**src/rtl/serv_decode_q.sv**
```systemverilog
// rtl/serv_decode_q.sv - fetch queue feeding a registered SERV instruction decoder
module serv_decode_q #(
  parameter int DEPTH = 2,
  parameter int MDU   = 0
) (
  input  logic                         clk,
  input  logic                         i_rst,
  input  logic [31:0]                  i_wb_rdt,
  input  logic                         i_wb_en,
  output logic                         o_ibus_ready,
  output logic [$clog2(DEPTH+1)-1:0]   o_level,
  input  logic                         i_adv,
  input  logic                         i_flush,
  output logic                         o_valid,
  output logic                         o_illegal,
  output logic                         o_mdu_op,
  output logic [4:0]                   o_opcode,
  output logic [2:0]                   o_funct3,
  output logic                         o_rd_op,
  output logic                         o_dbus_en,
  output logic                         o_branch_op,
  output logic                         o_cond_branch,
  output logic                         o_mem_cmd,
  output logic                         o_csr_op,
  output logic                         o_e_op,
  output logic                         o_ctrl_mret,
  output logic                         o_alu_sub,
  output logic                         o_two_stage_op
);

  localparam int AW = (DEPTH > 1) ? $clog2(DEPTH) : 1;
  localparam int LW = $clog2(DEPTH + 1);
  localparam logic [AW-1:0] LAST_PTR = AW'(DEPTH - 1);
  localparam logic [LW-1:0] FULL_LVL = LW'(DEPTH);

  logic [31:0]   r_mem [DEPTH];
  logic [AW-1:0] r_wptr;
  logic [AW-1:0] r_rptr;
  logic [LW-1:0] r_level;
  logic [31:0]   r_ir;
  logic          r_valid;

  logic w_full;
  logic w_empty;
  logic w_push_ok;
  logic w_load;
  logic w_pop;
  logic w_bypass;
  logic w_write;

  function automatic logic [AW-1:0] f_inc(input logic [AW-1:0] p);
    return (p == LAST_PTR) ? '0 : p + 1'b1;
  endfunction

  // Readiness looks only at the registered level so it never depends on i_adv.
  assign w_full    = (r_level == FULL_LVL);
  assign w_empty   = (r_level == '0);
  assign w_push_ok = i_wb_en & ~w_full;
  assign w_load    = ~r_valid | i_adv;
  assign w_pop     = w_load & ~w_empty;
  assign w_bypass  = w_load & w_empty & w_push_ok;
  assign w_write   = w_push_ok & ~w_bypass & ~i_flush & ~i_rst;

  always_ff @(posedge clk) begin
    if (w_write) r_mem[r_wptr] <= i_wb_rdt;
  end

  always_ff @(posedge clk) begin
    if (i_rst | i_flush) begin
      r_wptr  <= '0;
      r_rptr  <= '0;
      r_level <= '0;
      r_ir    <= '0;
      r_valid <= 1'b0;
    end else begin
      if (w_write) r_wptr <= f_inc(r_wptr);
      if (w_pop)   r_rptr <= f_inc(r_rptr);
      if (w_write & ~w_pop)      r_level <= r_level + 1'b1;
      else if (~w_write & w_pop) r_level <= r_level - 1'b1;
      if (w_pop) begin
        r_ir    <= r_mem[r_rptr];
        r_valid <= 1'b1;
      end else if (w_bypass) begin
        r_ir    <= i_wb_rdt;
        r_valid <= 1'b1;
      end else if (w_load) begin
        r_valid <= 1'b0;
      end
    end
  end

  logic [4:0] w_op;
  logic [2:0] w_f3;
  logic [6:0] w_f7;
  logic       w_legal_op;
  logic       w_mdu;
  logic       w_legal;
  logic       w_en;
  logic       w_unused;

  assign w_op     = r_ir[6:2];
  assign w_f3     = r_ir[14:12];
  assign w_f7     = r_ir[31:25];
  assign w_unused = ^{r_ir[24:22], r_ir[20:15], r_ir[11:7]};

  always_comb begin
    w_legal_op = 1'b0;
    case (w_op)
      5'b00000, 5'b00011, 5'b00100, 5'b00101, 5'b01000, 5'b01100,
      5'b01101, 5'b11000, 5'b11001, 5'b11011, 5'b11100: w_legal_op = 1'b1;
      default: w_legal_op = 1'b0;
    endcase
  end

  assign w_mdu   = (MDU != 0) && (w_op == 5'b01100) && (w_f7 == 7'b0000001);
  assign w_legal = (r_ir[1:0] == 2'b11) && w_legal_op &&
                   ((w_op != 5'b01100) || (w_f7 == 7'b0000000) ||
                    (w_f7 == 7'b0100000) || w_mdu);
  assign w_en    = r_valid & w_legal;

  assign o_ibus_ready   = ~w_full;
  assign o_level        = r_level;
  assign o_valid        = r_valid;
  assign o_illegal      = r_valid & ~w_legal;
  assign o_opcode       = r_valid ? w_op : 5'b0;
  assign o_funct3       = r_valid ? w_f3 : 3'b0;
  assign o_mdu_op       = w_en & w_mdu;
  assign o_rd_op        = w_en & (w_op[2] | (w_op[4] & w_op[0]) | (~w_op[3] & ~w_op[0]));
  assign o_dbus_en      = w_en & ~w_op[2] & ~w_op[4];
  assign o_branch_op    = w_en & w_op[4];
  assign o_cond_branch  = w_en & w_op[4] & ~w_op[2] & ~w_op[0];
  assign o_mem_cmd      = w_en & w_op[3];
  assign o_csr_op       = w_en & w_op[4] & w_op[2] & (w_f3 != 3'b0);
  assign o_e_op         = w_en & w_op[4] & w_op[2] & ~r_ir[21] & (w_f3 == 3'b0);
  assign o_ctrl_mret    = w_en & w_op[4] & w_op[2] & r_ir[21] & (w_f3 == 3'b0);
  assign o_alu_sub      = w_en & (w_f3[1] | w_f3[0] | (w_op[3] & r_ir[30]) | w_op[4]);
  assign o_two_stage_op = w_en & (~w_op[2] |
                                  (~w_op[4] & ~w_op[0] &
                                   ((w_f3[0] & ~w_f3[1]) | (w_f3[1] & ~w_f3[2]))) |
                                  w_mdu);

endmodule
```
**config.mk**
```make
export PLATFORM = sky130hd
export DESIGN_NAME = serv_decode_q
export DESIGN_NICKNAME = d
export VERILOG_FILES = /design/src/rtl/serv_decode_q.sv
export SDC_FILE = /design/constraint.sdc
export NUM_CORES = 1
export LEC_CHECK = 0
export ABC_CLOCK_PERIOD_IN_PS = 4430
export BUFFER_PORTS_ARGS = -buffer_cell sky130_fd_sc_hd__clkbuf_2
export CAP_MARGIN = 10
export CORE_MARGIN = 2
export CORE_UTILIZATION = 40
export CTS_CLUSTER_DIAMETER = 40
export CTS_CLUSTER_SIZE = 10
export DETAILED_ROUTE_END_ITERATION = 12
export MAX_ROUTING_LAYER = met4
export PLACE_DENSITY_LB_ADDON = 0.15
export SYNTH_ARGS = -nofsm -noshare
export SYNTH_HDL_FRONTEND = slang
export SYNTH_SLANG_ARGS = --single-unit
```
**constraint.sdc**
```tcl
create_clock -name clk -period 4.43 [get_ports clk]
set_clock_uncertainty 0.1 [all_clocks]
set_input_delay 0.2215 -clock clk [delete_from_list [all_inputs] [get_ports clk]]
set_output_delay 0.2215 -clock clk [all_outputs]
set_load 0.05 [all_outputs]
```
# ---- Yosys cells after proc, flatten, opt, wreduce, memory -nomap -nowiden
# Memory sizes are Yosys's and may differ from the RTL's. A register that Yosys moved wholly into a read port is not among the register bits.
# Index checks and enable logic that the tools add are counted.
dict set report totals {
  reg_bits 37
  ramBits 64
  mem_bits_ro 32
  output_inout_bits 24
  elab_cells 101
  n_memories 2
}
# memory depth width read_ports rd_ports_with_merged_regs wr line_no
set memory_table {}
lappend memory_table {r_mem 2 32 1 1 1 36} ;# logic [31:0] r_mem [DEPTH];
lappend memory_table {{(name not given)} 32 1 1 1 0 108} ;# case (w_op)
dict set report op_classes {
  add_sub_neg 4
  eq_ne 4
  mux 17
  bitwise 58
  n_reduce_logical 11
}
# op n
set ops {}
lappend ops {{$mux 32} 2}
lappend ops {{$and 1x1->1} 33}
lappend ops {{$not 1->1} 16}
lappend ops {{$mux 5} 3}
lappend ops {{$mux 1} 9}
lappend ops {{$or 1x1->1} 9}
lappend ops {{$eq 7x6->1 const B} 1}
lappend ops {{$logic_not 7->1} 1}
lappend ops {{$reduce_bool 3->1} 2}
lappend ops {{$ne 5x4->1 const B} 1}
lappend ops {{$eq 2x2->1 const B} 2}
lappend ops {{$mux 2} 2}
lappend ops {{$reduce_bool 2->1} 2}
lappend ops {{$logic_not 3->1} 1}
lappend ops {{$mux 3} 1}
lappend ops {{$add 1x1->1 const B} 2}
lappend ops {{$add 2x1->2 const B} 1}
lappend ops {{$logic_and 1x1->1} 2}
lappend ops {{$logic_not 2->1} 1}
lappend ops {{$logic_or 1x1->1} 2}
lappend ops {{$sub 2x1->2 const B} 1}

# ---- Longest topological paths before layout
dict set report logic_depth {
  depth_word 12
  ltp_mapped 11
}

# ---- Worst setup path after synthesis
# No wires, ideal clock.
dict set report synth_timing {
  path_type {reg2out}
  start {register r_valid, in the netlist o_valid}
  end {output port o_e_op}
  arrival_time_ps 2996
  path_slack_ps 1112
  path_stages_with_launch 5
  path_buffers 1
  cell_sequence {dfxtp_1 -> buf_2 -> nand4_2 -> or2_2 -> nor4b_1}
}
dict set report synth_via {
  elab_chain_len 5
}
# element line_no
set synth_rtl {}
lappend synth_rtl {{from (decl)} 41} ;# logic r_valid;
lappend synth_rtl {{from (signal assigned)} 74} ;# r_valid <= 1'b0;
lappend synth_rtl {{from (signal assigned)} 82} ;# r_valid <= 1'b1;
lappend synth_rtl {{from (signal assigned)} 85} ;# r_valid <= 1'b1;
lappend synth_rtl {{$and 1x1->1} 119} ;# assign w_en = r_valid & w_legal;
lappend synth_rtl {{$and 1x1->1 (4 in series)} 134} ;# assign o_e_op = w_en & w_op[4] & w_op[2] & ~r_ir[21] & (w_f3 == 3'b0);
lappend synth_rtl {{to (decl)} 25} ;# output logic o_e_op,
# Every way passes these cells.

# ---- Worst setup path in the final report
dict set report layout_timing {
  start {register r_valid, in the netlist o_valid}
  end {register, netlist name w_legal_op}
}
dict set report layout_via {
  elab_chain_len 7
}
# element line_no
set layout_rtl {}
lappend layout_rtl {{$not 1->1 *} 59} ;# assign w_load = ~r_valid | i_adv;
lappend layout_rtl {{$or 1x1->1 *} 59}
lappend layout_rtl {{$and 1x1->1 (2 in series)} 61} ;# assign w_bypass = w_load & w_empty & w_push_ok;
lappend layout_rtl {{$reduce_bool 2->1 (no line)} n/a}
lappend layout_rtl {{$mux 5 (no line) * (2 in series)} n/a}
# Mark *: on every way between the ends. The rest lies on a longest branch, timed or not.
# A chain may end at the register's enable or synchronous reset.

==> qor.csv <==
stage;metric;value;unit
run_status;outcome;completed;
worst_setup_path;CP Max Fanout;11;
final_layout;ant diodes;0;
timing;setup_tns;0;ps
timing;worst setup margin;1510;ps
timing;RSZ-0062 raised after global routing;false;
floorplanning;die width;86.7;µm
worst_setup_path;startpoint types;flip-flop;
global_routing;vias in the first global route;1893;
final_layout;register area;1580;µm²
worst_setup_path;Top delay family on crit path;compound AO/OA/AOI/OAI gates;
synth;synth top area cells;edfxtp_1 (39%), dfxtp_1 (18%), mux2i_1 (4.8%);
worst_setup_path;slowest stage delay, CP;690;ps
global_routing;initial antenna violation count;0;
worst_setup_path;crit-path cells;nor2b_1 > a2111oi_0 > o31ai_1 > and2_1 > inv_1 > ha_1 > a311o_1 > o211ai_1 > a32o_1;
synth;syn_nets;283;
clocking;clock buffer depth;2;
timing;Slew Limit Fails;0;
synth;Yosys reg bits;61;
final_layout;Filler cells;610;
floorplanning;Core ar.;6720;µm²
timing;upper clock frequency limit;342;MHz
synth;Avg Cell Area, Syn;11.2;µm²
synth;Most used DFF post-synth;edfxtp_1;
clocking;# Post-CTS Setup Buffers;0;
worst_setup_path;CP required;4600;ps
worst_setup_path;cell depth of the worst setup path;9;
global_routing;largest net degree at the start of global routing;23;
synth;leading area contributor after synthesis;edfxtp_1;
detailed_routing;vias;2023;
clocking;CTS tree;built;
clocking;cts bufs inserted;9;
clocking;total clock sinks;61;
floorplanning;# rows;30;
global_routing;GRT Util Overall;0.167;
power;peak supply drop;0.194;mV
worst_setup_path;Reg2Reg Depth;9;
power;PD cells;348;nW/µm²
clocking;post-cts repair resize count;0;
timing;period utilization;0.659;
worst_setup_path;slowest stage cell, crit path;nor2b_1;
worst_setup_path;CP endpoint kind;flip-flop;
timing;Final Hold Fails;0;
synth;sequential fraction of the synthesis area;0.578;
clocking;# H-tree levels;3;
detailed_routing;Routed WL;5.78;mm
timing;relative slew slack;0.368;
floorplanning;DIE AREA;7520;µm²
floorplanning;I/O Pins;61;
power;Leak;1.19;nW
floorplanning;Initial Util;0.407;
clocking;Worst-Skew Late Latency;330;ps
timing;post-route minimum period;2920;ps
final_layout;Final #Nets;340;
synth;Gate Count Post-Synth;244;
worst_setup_path;Setup CP Type;reg2reg;
synth;count of cell types in the netlist;50;
detailed_routing;DRT Pass-1 Iters;4;
placed_design;PortBufs;45;
power;Tot Pwr;1.15;mW
final_layout;Area Overhead vs Synth;20.7;%
synth;Netlist Area Pre-Place;2740;µm²
clocking;Reg clk slew, reported paths;70;ps
run;Max Cap Viol;0;
placed_design;pre-CTS setup slack;1530;ps
detailed_routing;Detail Route Antenna Nets;0;
timing;Fin Hold WS;8.92;ps
synth;area share of the largest cell type after synthesis;0.395;
detailed_routing;routed len/inst;15.0;µm
floorplanning;Die H;86.7;µm
timing;final setup fails;0;
global_routing;GRT overflow;0;
timing;Slew @ Worst Pin;948;ps
detailed_routing;Via-to-Cell Ratio;5.24;
placed_design;post-DP HPWL;3.89;mm
synth;number of synthesized flops with an enable pin;36;
min_path;Hold Crit Class;in2reg;
worst_setup_path;Arrival @ worst endpoint;3090;ps
global_routing;first-pass GRT wire length;9.23;mm
worst_setup_path;CP bufs+invs;1;
final_layout;Multi-input gate area;1020;µm²
synth;yosys warns;0;
clocking;Hold-fix buffers, CTS;12;
clocking;root buf cell;clkbuf_8;
final_layout;layout cells sized above 1;0.252;
placed_design;gpl congestion;0.847;
detailed_routing;DR iter-0 viols;89;
min_path;WHS Path Cells;1;
detailed_routing;residual DRC count;0;
synth;Async SR Flop Fraction;0;
==> Yosys cell counts, types with 2 or more instances <==
| master | instances |
|---|---|
| edfxtp_1 | 36 |
| dfxtp_1 | 25 |
| nand2_1 | 24 |
| nor2_1 | 19 |
| a21oi_1 | 18 |
| mux2i_1 | 13 |
| o211ai_1 | 12 |
| inv_1 | 10 |
| and2_1 | 9 |
| buf_2 | 7 |
| a211oi_1 | 5 |
| o21ai_0 | 4 |
| a2111oi_0 | 3 |
| clkbuf_1 | 3 |
| mux2_2 | 3 |
| nor2b_1 | 3 |
| nor3_1 | 3 |
| o221ai_1 | 3 |
| a211o_1 | 2 |
| a31oi_1 | 2 |
| buf_4 | 2 |
| buf_6 | 2 |
| ha_1 | 2 |
| inv_2 | 2 |
| nand2b_1 | 2 |
| o31ai_1 | 2 |
| or2_1 | 2 |
| or3_1 | 2 |
| xnor2_1 | 2 |
| xor2_1 | 2 |
==> kinds of logic after synthesis <==
logic type / Yosys count / share of synthesized area
adder cells (fa/ha/maj): 2 / 0.00914
XOR/XNOR: 4 / 0.0128
AND/OR/NAND/NOR: 72 / 0.132
multiplexers: 17 / 0.0654
buffers and inverters: 27 / 0.0484
other: 1 / 0.00137
AO/OA/AOI/OAI: 60 / 0.154
flip-flops: 61 / 0.578
==> through the flow <==
stage / utilization / cells / instance area, µm²
global route: 0.492 / 386 / 3300
CTS: 0.492 / 386 / 3300
floorplan: - / 244 / 2740
finish: 0.492 / 386 / 3300
detailed placement: 0.447 / 358 / 3010
global placement: 0.447 / 358 / 3010
==> per-layer routing <==
layer / share of wire / global-route usage / routed length, µm / vias up
met1: 0.49 / 0.216 / 2810 / 952
met4: 0.020 / 0.0795 / 116 / 0
met5: 0 / - / 0 / -
li1: - / - / - / 1005
met3: 0.035 / 0.0324 / 205 / 13
met2: 0.46 / 0.253 / 2650 / 53
==> power by group <==
| group | switching, mW | leakage, nW | internal (mW) | total [mW] |
|---|---|---|---|---|
| Clock | 0.220 | 0.0815 | 0.218 | 0.438 |
| Combinational | 0.0542 | 0.582 | 0.0375 | 0.0918 |
| Sequential | 0.00951 | 0.527 | 0.609 | 0.618 |
| Total | 0.284 | 1.19 | 0.864 | 1.15 |
==> final timing paths <==
| kind | start | end | slack, ps |
|---|---|---|---|
| hold / removal | i_wb_rdt[5] | r_mem[0][5]$_DFFE_PP_ | 9 |
| hold reg to reg | r_ir[27]$_SDFFE_PN0N_ | r_ir[27]$_SDFFE_PN0N_ | 360 |
| setup / recovery | o_valid$_SDFFE_PN0P_ | w_legal_op$_DFF_P_ | 1510 |
| setup reg to reg | o_valid$_SDFFE_PN0P_ | w_legal_op$_DFF_P_ | 1510 |
==> state kept, by name, summed over array words and instances, names as in the netlist, named ones only <==
register / cells
r_mem: 36
o_valid: 1
r_ir: 18
r_rptr: 1
o_level: 2
r_wptr: 1
w_legal_op: 1
==> layout by cell type (no fill, tap or decap), drive strengths merged, types with 3 or more instances in the layout <==
| master | n |
|---|---|
| nor3 | 4 |
| clkinvlp | 3 |
| mux2 | 4 |
| a2111oi | 4 |
| nand2 | 24 |
| clkbuf | 56 |
| or2 | 3 |
| mux2i | 13 |
| o21ai | 6 |
| a21oi | 18 |
| dfxtp | 25 |
| and2 | 9 |
| a211oi | 6 |
| inv | 12 |
| o211ai | 12 |
| o221ai | 3 |
| edfxtp | 36 |
| dlygate4sd3 | 12 |
| buf | 4 |
| nor2 | 20 |
| nor2b | 3 |
==> cell type report <==
type | instances | area share
Multi-Input combinational cell | 156 | 0.310
Clock buffer | 11 | 0.0428
Timing Repair Buffer | 61 | 0.114
Tap cell | 80 | 0.0303
Clock inverter | 5 | 0.0110
Inverter | 12 | 0.0136
Sequential cell | 61 | 0.479
(Power assumes the default switching activity.)
